### config.mk
export PLATFORM = sky130hd
export DESIGN_NAME = alu_issue
export DESIGN_NICKNAME = d
export VERILOG_FILES = /design/src/rtl/alu_issue.sv
export SDC_FILE = /design/constraint.sdc
export NUM_CORES = 1
export LEC_CHECK = 0
export ABC_AREA = 1
export CAP_MARGIN = 20
export CORE_MARGIN = 3
export CORE_UTILIZATION = 50
export DETAILED_ROUTE_END_ITERATION = 10
export GPL_TIMING_DRIVEN = 0
export PLACE_DENSITY = 0.84
export SYNTH_ARGS = -nofsm -noshare
export SYNTH_HDL_FRONTEND = slang
export SYNTH_SLANG_ARGS = --single-unit
### constraint.sdc
create_clock -name clk -period 3.1 [get_ports clk]
set_input_delay 0.465 -clock clk [delete_from_list [all_inputs] [get_ports clk]]
set_output_delay 0.465 -clock clk [all_outputs]
set_load 0.01 [all_outputs]
### src/rtl/alu_issue.sv
// Issue front end for an external combinational ALU: request FIFO -> issue register -> response register.
// Define ALU_CHAIN_EN to add req_chain, which feeds the previous result into alu_a instead of req_a.
module alu_issue #(
  parameter int DEPTH = 4,
  parameter int TAG_W = 4
) (
  input  logic             clk,
  input  logic             rst,
  input  logic             req_valid,
  output logic             req_ready,
  input  logic [2:0]       req_op,
  input  logic [15:0]      req_a,
  input  logic [15:0]      req_b,
  input  logic [TAG_W-1:0] req_tag,
`ifdef ALU_CHAIN_EN
  input  logic             req_chain,
`endif
  output logic [15:0]      alu_a,
  output logic [15:0]      alu_b,
  output logic [2:0]       alu_control,
  input  logic [15:0]      alu_out,
  output logic             rsp_valid,
  input  logic             rsp_ready,
  output logic [15:0]      rsp_data,
  output logic [TAG_W-1:0] rsp_tag,
  output logic             rsp_err,
  output logic             busy
);

  localparam int          AW      = $clog2(DEPTH);
  localparam logic [AW:0] PTR_INC = (AW+1)'(1);

  typedef struct packed {
`ifdef ALU_CHAIN_EN
    logic             chain;
`endif
    logic [2:0]       op;
    logic [15:0]      a;
    logic [15:0]      b;
    logic [TAG_W-1:0] tag;
  } entry_t;

  logic [AW:0]      wr_ptr_q, wr_ptr_d;
  logic [AW:0]      rd_ptr_q, rd_ptr_d;
  entry_t           mem_q [DEPTH];
  entry_t           wr_entry;
  entry_t           issue_q, issue_d;
  logic             issue_valid_q, issue_valid_d;
  logic             rsp_valid_q, rsp_valid_d;
  logic [15:0]      rsp_data_q, rsp_data_d;
  logic [TAG_W-1:0] rsp_tag_q, rsp_tag_d;
  logic             rsp_err_q, rsp_err_d;
  logic [15:0]      issue_a_eff;

  logic fifo_empty, fifo_full, push, pop, issue_adv;

  // Extra pointer MSB tells a full FIFO (MSBs differ) from an empty one (pointers equal).
  assign fifo_empty = (wr_ptr_q == rd_ptr_q);
  assign fifo_full  = (wr_ptr_q[AW] != rd_ptr_q[AW]) &&
                      (wr_ptr_q[AW-1:0] == rd_ptr_q[AW-1:0]);

  assign push      = req_valid && !fifo_full;
  assign issue_adv = issue_valid_q && (!rsp_valid_q || rsp_ready);
  assign pop       = !fifo_empty && (!issue_valid_q || issue_adv);

`ifdef ALU_CHAIN_EN
  logic [15:0] last_result_q, last_result_d;
  assign issue_a_eff = issue_q.chain ? last_result_q : issue_q.a;
`else
  assign issue_a_eff = issue_q.a;
`endif

  always_comb begin
    wr_entry     = '0;
    wr_entry.op  = req_op;
    wr_entry.a   = req_a;
    wr_entry.b   = req_b;
    wr_entry.tag = req_tag;
`ifdef ALU_CHAIN_EN
    wr_entry.chain = req_chain;
`endif
  end

  // NOTE: every signal gets its hold value first, so no path through the block leaves one unassigned (no latch).
  always_comb begin
    wr_ptr_d      = wr_ptr_q;
    rd_ptr_d      = rd_ptr_q;
    issue_d       = issue_q;
    issue_valid_d = issue_valid_q;
    rsp_valid_d   = rsp_valid_q;
    rsp_data_d    = rsp_data_q;
    rsp_tag_d     = rsp_tag_q;
    rsp_err_d     = rsp_err_q;

    if (push) wr_ptr_d = wr_ptr_q + PTR_INC;

    if (pop) begin
      rd_ptr_d      = rd_ptr_q + PTR_INC;
      issue_d       = mem_q[rd_ptr_q[AW-1:0]];
      issue_valid_d = 1'b1;
    end else if (issue_adv) begin
      issue_valid_d = 1'b0;
    end

    if (issue_adv) begin
      rsp_valid_d = 1'b1;
      rsp_data_d  = alu_out;
      rsp_tag_d   = issue_q.tag;
      rsp_err_d   = (issue_q.op > 3'd2);
    end else if (rsp_ready) begin
      rsp_valid_d = 1'b0;
    end
  end

`ifdef ALU_CHAIN_EN
  // Captured alongside the response, so a chained entry entering issue on that same edge sees it.
  assign last_result_d = issue_adv ? alu_out : last_result_q;

  always_ff @(posedge clk or posedge rst) begin
    if (rst) last_result_q <= '0;
    else     last_result_q <= last_result_d;
  end
`endif

  // NOTE: the storage array is not reset; pointers and valid bits alone decide what is live.
  always_ff @(posedge clk) begin
    if (push) mem_q[wr_ptr_q[AW-1:0]] <= wr_entry;
  end

  // NOTE: non-blocking assignments so every register samples pre-edge values regardless of block order.
  always_ff @(posedge clk or posedge rst) begin
    if (rst) begin
      wr_ptr_q      <= '0;
      rd_ptr_q      <= '0;
      issue_q       <= '0;
      issue_valid_q <= 1'b0;
      rsp_valid_q   <= 1'b0;
      rsp_data_q    <= '0;
      rsp_tag_q     <= '0;
      rsp_err_q     <= 1'b0;
    end else begin
      wr_ptr_q      <= wr_ptr_d;
      rd_ptr_q      <= rd_ptr_d;
      issue_q       <= issue_d;
      issue_valid_q <= issue_valid_d;
      rsp_valid_q   <= rsp_valid_d;
      rsp_data_q    <= rsp_data_d;
      rsp_tag_q     <= rsp_tag_d;
      rsp_err_q     <= rsp_err_d;
    end
  end

  assign req_ready   = !fifo_full;
  assign alu_a       = issue_valid_q ? issue_a_eff : '0;
  assign alu_b       = issue_valid_q ? issue_q.b   : '0;
  assign alu_control = issue_valid_q ? issue_q.op  : 3'b000;
  assign rsp_valid   = rsp_valid_q;
  assign rsp_data    = rsp_data_q;
  assign rsp_tag     = rsp_tag_q;
  assign rsp_err     = rsp_err_q;
  assign busy        = !fifo_empty || issue_valid_q || rsp_valid_q;

endmodule

==> impl_results.md, run 1 <==
- FF+latch area: 6390 sq um
- XOR/XNOR Fraction of Synth Area: 0.349%
- Fraction of final layout cells sized beyond drive strength 1: 6.04%
- Final instance area: 12000 sq um
- WHS Endpoint: issue_a_eff[3]$_DFFE_PP0P_
- Synth top area cells: edfxtp_1 (48%), dfrtp_1 (18%), nand2_1 (15%), inv_1 (7.9%), nand3_1 (6.5%)
- Final Non-Filler Cells: 1438
- Final setup TNS: 0 ps
- WS Path Type: reg2out
- Post-synth top flop: edfxtp_1
- Post-Syn Nets: 1077
- Slowest-stage cell, CP: buf_1
- Hold path start: issue_a_eff[3]$_DFFE_PP0P_
- Adder-cell share of the synthesized area: 0.647%
- Footprint of the multi-input gates: 2300 sq um
- Worst-path clk slew: 60 ps
- Critical-path maximum fanout: 10
- Netlist cell types: 20
- Finish-stage setup viols: 0
- Die Footprint: 21100 sq um
- Final ANT Viol Nets: 0
- Status: finished clean
- Clk_lat worst skew: 510 ps
- Fill cells: 1401
- Hold crit path type: reg2reg
- Final min period: 3000 ps
- Dpl ws: 620 ps
- Gpl congestion: 0.804
- Worst-case clock buffer depth: 3
- First-pass GRT wire length: 36200 um
- Ys Warns: 0
- End of the worst register-to-register path: mem_q[3][35]$_DFFE_PP_
- NumNets Final: 1223
- Reg2Reg Launch Point: wr_ptr_q[0]$_DFFE_PP0P_
- Critical path launch point type: register
- Most common library cells after synthesis: nand2_1 (394), inv_1 (204), edfxtp_1 (156)
- CTS sink cnt: 224
- Vias per cell: 5.01
- Lkg Pwr: 5.81 nW
- Final-report max-slew violation count: 0
- FF+latch count, synth: 224
- DR iter-0 viols: 637
- Io pins: 118
- Fraction of registers with async set/reset: 30.4%
- Largest family of logic cells by synthesized area: simple AND/OR/NAND/NOR gates
- Vias: 7207
- Synth Area in Compound Gates: 0.103%
- Placed standard-cell area: 11300 sq um
- Final worst path period share: 96.6%
- Sequential area share after synthesis: 66.0%
- Residual DRC: 0
- Post-Syn Instances: 1013
- WP data arrival: 2530 ps
- IO Port Bufs: 117
- Dpl hpwl: 14400 um
- Hold Slack: 468 ps
- Cts hold-fix bufs: 0
- Fin. Hold Viols: 0
- Nature of the critical path endpoint: output port
- Root Driver: clkbuf_16
- Top-count cell post-synth: nand2_1
- Worst setup margin: 105 ps
- Post-synth top area share: 48.4%
- Remaining global-route overflow: 0
- CTS tree: done
- # rows: 50
- Maxcap violations: 0
- TritonCTS Buffers: 23
- Mean post-synth cell area: 9.55 sq um
- Headroom to the max-slew limit: 42.1%
- Final WL: 22800 um
- Syn Std Cell Area: 9670 sq um
- Largest net degree at the start of global routing: 69
- Area growth syn-to-layout: 24.5%
- H-tree Lvls: 1
- R2R depth: 7
- Worst VDD drop: 0.598 mV
- Die X: 145 um
- Number of synthesized flops with an enable pin: 156
- Total core area: 18800 sq um
- Area leader, netlist: edfxtp_1
- Pre-antenna DRT Iters: 5
- Power Dens Cells: 1030 nW/um^2
- Cell chain of the critical path: buf_2 > buf_1 > nand2_1 > inv_1 > clkdlybuf4s50_1
- Flop2flop setup slack: 680 ps
- Die H: 145 um
- Post-Synth Simple-Gate Area: 22.4%
- Post-synthesis mux area share: 0%
- Fmax: 334 MHz
- Unrepaired setup endpoints after global routing: false
- WHS Path Cells: 2
- Via count of the first global-routing pass: 7209
- WP data required: 2630 ps
- Drt wl/cell: 15.9 um
- All-layer global routing usage: 21.2%
- Initial antenna violation count: 2
- Worst Tran Pin Value: 869 ps
- Placed cell count: 1394
- Setup Fix Bufs, Post-CTS: 0
- Initial core utilization: 51.4%
- CP max stage delay: 560 ps
- Setup Skew: 8.47 ps
## timing repair
action                                 4_1_cts  5_1_grt
endpoints found under the hold margin        0        0
gates resized for setup                      0        1
setup endpoints to repair                    0        6
## per-stage QoR
stage | total power [W] | utilization, %
4_1_cts | 0.0124 | 63.9
5_1_grt | 0.0131 | 64.0
2_1_floorplan | 0.00753 | -
3_3_place_gp | 0.00932 | 59.3
6_report | 0.0124 | 64.0
3_5_place_dp | 0.00960 | 60.0
## worst max-delay path by stage
stage,to,slack [ps],cells after the start,start
floorplan,mem_q[0][0]$_DFFE_PP_,-7,6,rd_ptr_q[0]$_DFFE_PP0P_
global placement,mem_q[3][34]$_DFFE_PP_,-1430,3,req_valid
detailed placement,alu_b[0],620,5,issue_valid_q$_DFFE_PP0P_
CTS,alu_a[13],90,5,issue_valid_q$_DFFE_PP0P_
global route,alu_b[14],7,5,issue_valid_q$_DFFE_PP0P_
finish,alu_control[0],100,5,issue_valid_q$_DFFE_PP0P_
## critical path: cells and delay by family (launching register included)
family                 cells  cell delay, ps
DFF                        1             350
buffers and inverters      4            1470
and+or+nand+nor            1             200
## final cells by class
| type | instances | area share, % |
|---|---|---|
| Sequential cell | 224 | 53.0 |
| Multi-Input combinational cell | 538 | 19.1 |
| Timing Repair Buffer | 121 | 10.4 |
| Inverter | 205 | 6.43 |
| Clock buffer | 33 | 5.17 |
| Tap cell | 260 | 2.70 |
| Buffer | 46 | 2.04 |
| Clock inverter | 9 | 1.05 |
| Antenna cell | 2 | 0.0415 |
## placed cells by master, fill, tap and decap left out, drive strengths merged
master and instances:
a21oi 1, buf 28, bufinv 3, clkbuf 55, clkdlybuf4s50 117, clkinv 4
clkinvlp 1, dfrtp 68, diode 2, edfxtp 156, ha 5, inv 206
nand2 397, nand3 126, nor2 5, o21ai 1, xnor2 1, xor2 2
## layer usage
layer / GRT usage, % / part of all wire, %
met2: 36.3 / 49
met4: 8.02 / 3.0
met3: 3.87 / 8.7
met1: 27.2 / 39
met5: 0 / 0
## flip-flops by register name (all words and copies together), names as in the netlist
signal,count
mem_q,156
issue_q,23
issue_a_eff,16
rsp_data,16
rsp_tag,4
rd_ptr_q,3
wr_ptr_q,3
issue_valid_q,1
rsp_err,1
rsp_valid,1
## cells by family (layout without fill, tap and decap cells)
logic type                 Yosys count  count (layout)
DFF                                224             224
adders and majority gates            5               5
AOI/OAI and AO/OA                    2               2
other                                0               2
buffers and inverters              251             414
xor gates and xnor gates             3               3
and+or+nand+nor                    528             528
## report_power, final
group	switching [W]	internal (W)	leakage (nW)	total [W]
Sequential	0.000387	0.00416	2.25	0.00454
Combinational	0.00310	0.00197	3.19	0.00507
Clock	0.00110	0.00165	0.364	0.00275
Total	0.00459	0.00778	5.81	0.0124
Note: power is estimated with default switching activity, not from simulation.
==> run 2: changes to the inputs <==
--- a/config.mk
+++ b/config.mk
@@ -11,7 +11,8 @@
 export CORE_UTILIZATION = 50
 export DETAILED_ROUTE_END_ITERATION = 10
 export GPL_TIMING_DRIVEN = 0
-export PLACE_DENSITY = 0.84
+export PLACE_DENSITY = 0.73
+export SLEW_MARGIN = 10
 export SYNTH_ARGS = -nofsm -noshare
 export SYNTH_HDL_FRONTEND = slang
 export SYNTH_SLANG_ARGS = --single-unit
==> run 2 against run 1 <==
  * Die area unchanged
  * Global-route usage grew 0.12 points
  * Final cell count decreased by 0.14%
  * Maximum frequency grew 1.8%
  * Critical path depth did not move
  * Sequential share of layout area is 0.083 points lower
  * Clock skew is 0.81 ps lower
  * Register-to-register slack is essentially flat
  * Largest cell class unchanged
  * Largest power group unchanged
==> impl_results.md, run 2 (same netlist as run 1, synthesis figures left out) <==
- Die X: 145 um (unchanged)
- Largest net degree at the start of global routing: 40 (-42%)
- Hold crit path type: in2async
- Drt wl/cell: 15.7 um (-1.0%)
- CTS tree: done
- Initial antenna violation count: 1 (-1)
- Setup Fix Bufs, Post-CTS: 0 (unchanged)
- Die H: 145 um (unchanged)
- Residual DRC: 0 (unchanged)
- Reg2Reg Launch Point: wr_ptr_q[0]$_DFFE_PP0P_
- Critical-path maximum fanout: 10 (unchanged)
- Vias per cell: 4.85 (-3.3%)
- Dpl hpwl: 14500 um (+0.34%)
- Setup Skew: 7.67 ps (-0.806 ps)
- # diodes: 0 (-2)
- WP data arrival: 2480 ps (-50 ps)
- # rows: 50 (unchanged)
- Root Driver: clkbuf_16
- TritonCTS Buffers: 23 (unchanged)
- WP data required: 2630 ps (about the same)
- Die Footprint: 21100 sq um (unchanged)
- Lkg Pwr: 5.83 nW (+0.35%)
- Footprint of the multi-input gates: 2300 sq um (unchanged)
- Finish-stage setup viols: 0 (unchanged)
- First-pass GRT wire length: 36100 um (-0.25%)
- Nature of the critical path endpoint: output port
- Initial core utilization: 51.4% (unchanged)
- Fill cells: 1516 (+8.2%)
- Io pins: 118 (unchanged)
- Total core area: 18800 sq um (unchanged)
- Worst-case clock buffer depth: 3 (unchanged)
- Total power: 0.0124 W (about the same)
- Power Dens Cells: 1020 nW/um^2 (-0.24%)
- All-layer global routing usage: 21.4% (+0.12 points)
- Slowest-stage cell, CP: buf_1
- Final min period: 2940 ps (-51.7 ps)
- Final worst path period share: 95.0% (-1.7 points)
- Cts hold-fix bufs: 0 (unchanged)
- Cts repair resizes: 0 (unchanged)
- Final WL: 22500 um (-1.2%)
- NumNets Final: 1224 (+0.082%)
- Vias: 6962 (-3.4%)
- Buf/Inv on CP: 4 (unchanged)
- Gpl congestion: 0.797 (-0.96%)
- Critical path launch point type: register
- Final setup TNS: 0 ps (unchanged)
- Area growth syn-to-layout: 24.7%
- Commonest cells after routing, fill and taps aside: nand2_1 (394), inv_1 (203), edfxtp_1 (156)
- DR iter-0 viols: 539 (-15%)
- Headroom to the max-slew limit: 54.3% (+12 points)
- WS Path Type: reg2out
- Remaining global-route overflow: 0 (unchanged)
- Fmax: 340 MHz (+1.8%)
- Commonest non-fill, non-tap cell in the layout: nand2_1
- Final-report max-slew violation count: 0 (unchanged)
- Cell chain of the critical path: buf_2 > buf_1 > nand2_1 > inv_1 > clkdlybuf4s50_1
- Fin. Hold Viols: 0 (unchanged)
- Worst Setup SP: issue_valid_q$_DFFE_PP0P_
- CP max stage delay: 530 ps (-30 ps)
- Worst Tran Pin Value: 683 ps (-185 ps)
- Largest delay share family, worst path: buffers and inverters
- IO Port Bufs: 117 (unchanged)
- FF+latch area: 6390 sq um (unchanged)
- Maxcap violations: 0 (unchanged)
- Final instance area: 12100 sq um (+0.16%)
- Worst-path clk slew: 60 ps (about the same)
- Pre-antenna DRT Iters: 5 (unchanged)
- Fraction of final layout cells sized beyond drive strength 1: 6.29% (+0.26 points)
- Max reg flops: 156 (unchanged)
- Final ANT Viol Nets: 0 (unchanged)
- Worst VDD drop: 0.523 mV (-12%)
- Clk_lat worst skew: 500 ps (about the same)
- CTS sink cnt: 224 (unchanged)
- H-tree Lvls: 1 (unchanged)
- Status: finished clean
- Placed standard-cell area: 11300 sq um (+0.11%)
- Via count of the first global-routing pass: 6913 (-4.1%)
- Unrepaired setup endpoints after global routing: false
run 2: layer usage:
layer | global-route usage [%] | vias up | part of all wire (%)
met1 | 28.5 | 3285 | 43
met4 | 6.46 | 2 | 2.6
met3 | 3.87 | 42 | 6.3
met5 | 0 | - | 0.058
li1 | - | 3396 | -
met2 | 36.0 | 237 | 48
run 2: cell type report:
| type | instances | area share, % |
|---|---|---|
| buffer | 46 | 2.04 |
| timing repair buffer | 122 | 10.5 |
| multi-input combinational | 538 | 19.1 |
| tap | 260 | 2.70 |
| clock buffer | 34 | 5.61 |
| inverter | 205 | 6.42 |
| clock inverter | 7 | 0.685 |
| sequential | 224 | 52.9 |
run 2: worst paths after layout:
kind,end,slack (ps),cells past startpoint
max,alu_b[13],160,5
min in group clk,rsp_tag[3]$_DFFE_PP0P_,470,2
min,rsp_data[0]$_DFFE_PP0P_,320,2
max in group asynchronous,issue_a_eff[7]$_DFFE_PP0P_,2210,3
max reg2reg,mem_q[3][21]$_DFFE_PP_,690,7
min reg2reg,rsp_tag[3]$_DFFE_PP0P_,470,2
run 2: worst register-to-register path: stages, from the launching register on:
cell     delay [ps]
dfrtp_1         460
inv_1           140
nand2_1         100
nand2_2          70
nand3_1         220
nand2_2         230
nor2_4          590
buf_12          280
run 2: power breakdown:
part	internal (W)	switching (W)	leakage [nW]
Combinational	0.00197	0.00309	3.20
Clock	0.00167	0.00110	0.376
Sequential	0.00416	0.000368	2.25
Total	0.00780	0.00456	5.83
run 2: through the flow:
stage	worst slack, ps	instances	util [%]	hold WS [ps]
after floorplan	-6.59	1013	-	442
after global placement	-1650	1390	59.3	452
after detailed placement	624	1395	60.0	454
after CTS	87.1	1436	64.1	330
after global routing	16.8	1436	64.1	350
final	157	1436	64.1	322
==> run 3: changes to the inputs <==
--- a/config.mk
+++ b/config.mk
@@ -11,6 +11,7 @@
 export CORE_UTILIZATION = 50
 export DETAILED_ROUTE_END_ITERATION = 10
 export GPL_TIMING_DRIVEN = 0
+export HOLD_SLACK_MARGIN = 0.15
 export PLACE_DENSITY = 0.73
 export SLEW_MARGIN = 10
 export SYNTH_ARGS = -nofsm -noshare
==> results of run 3 <==
No change in the layout: final DEF, timing and power equal those of run 2.
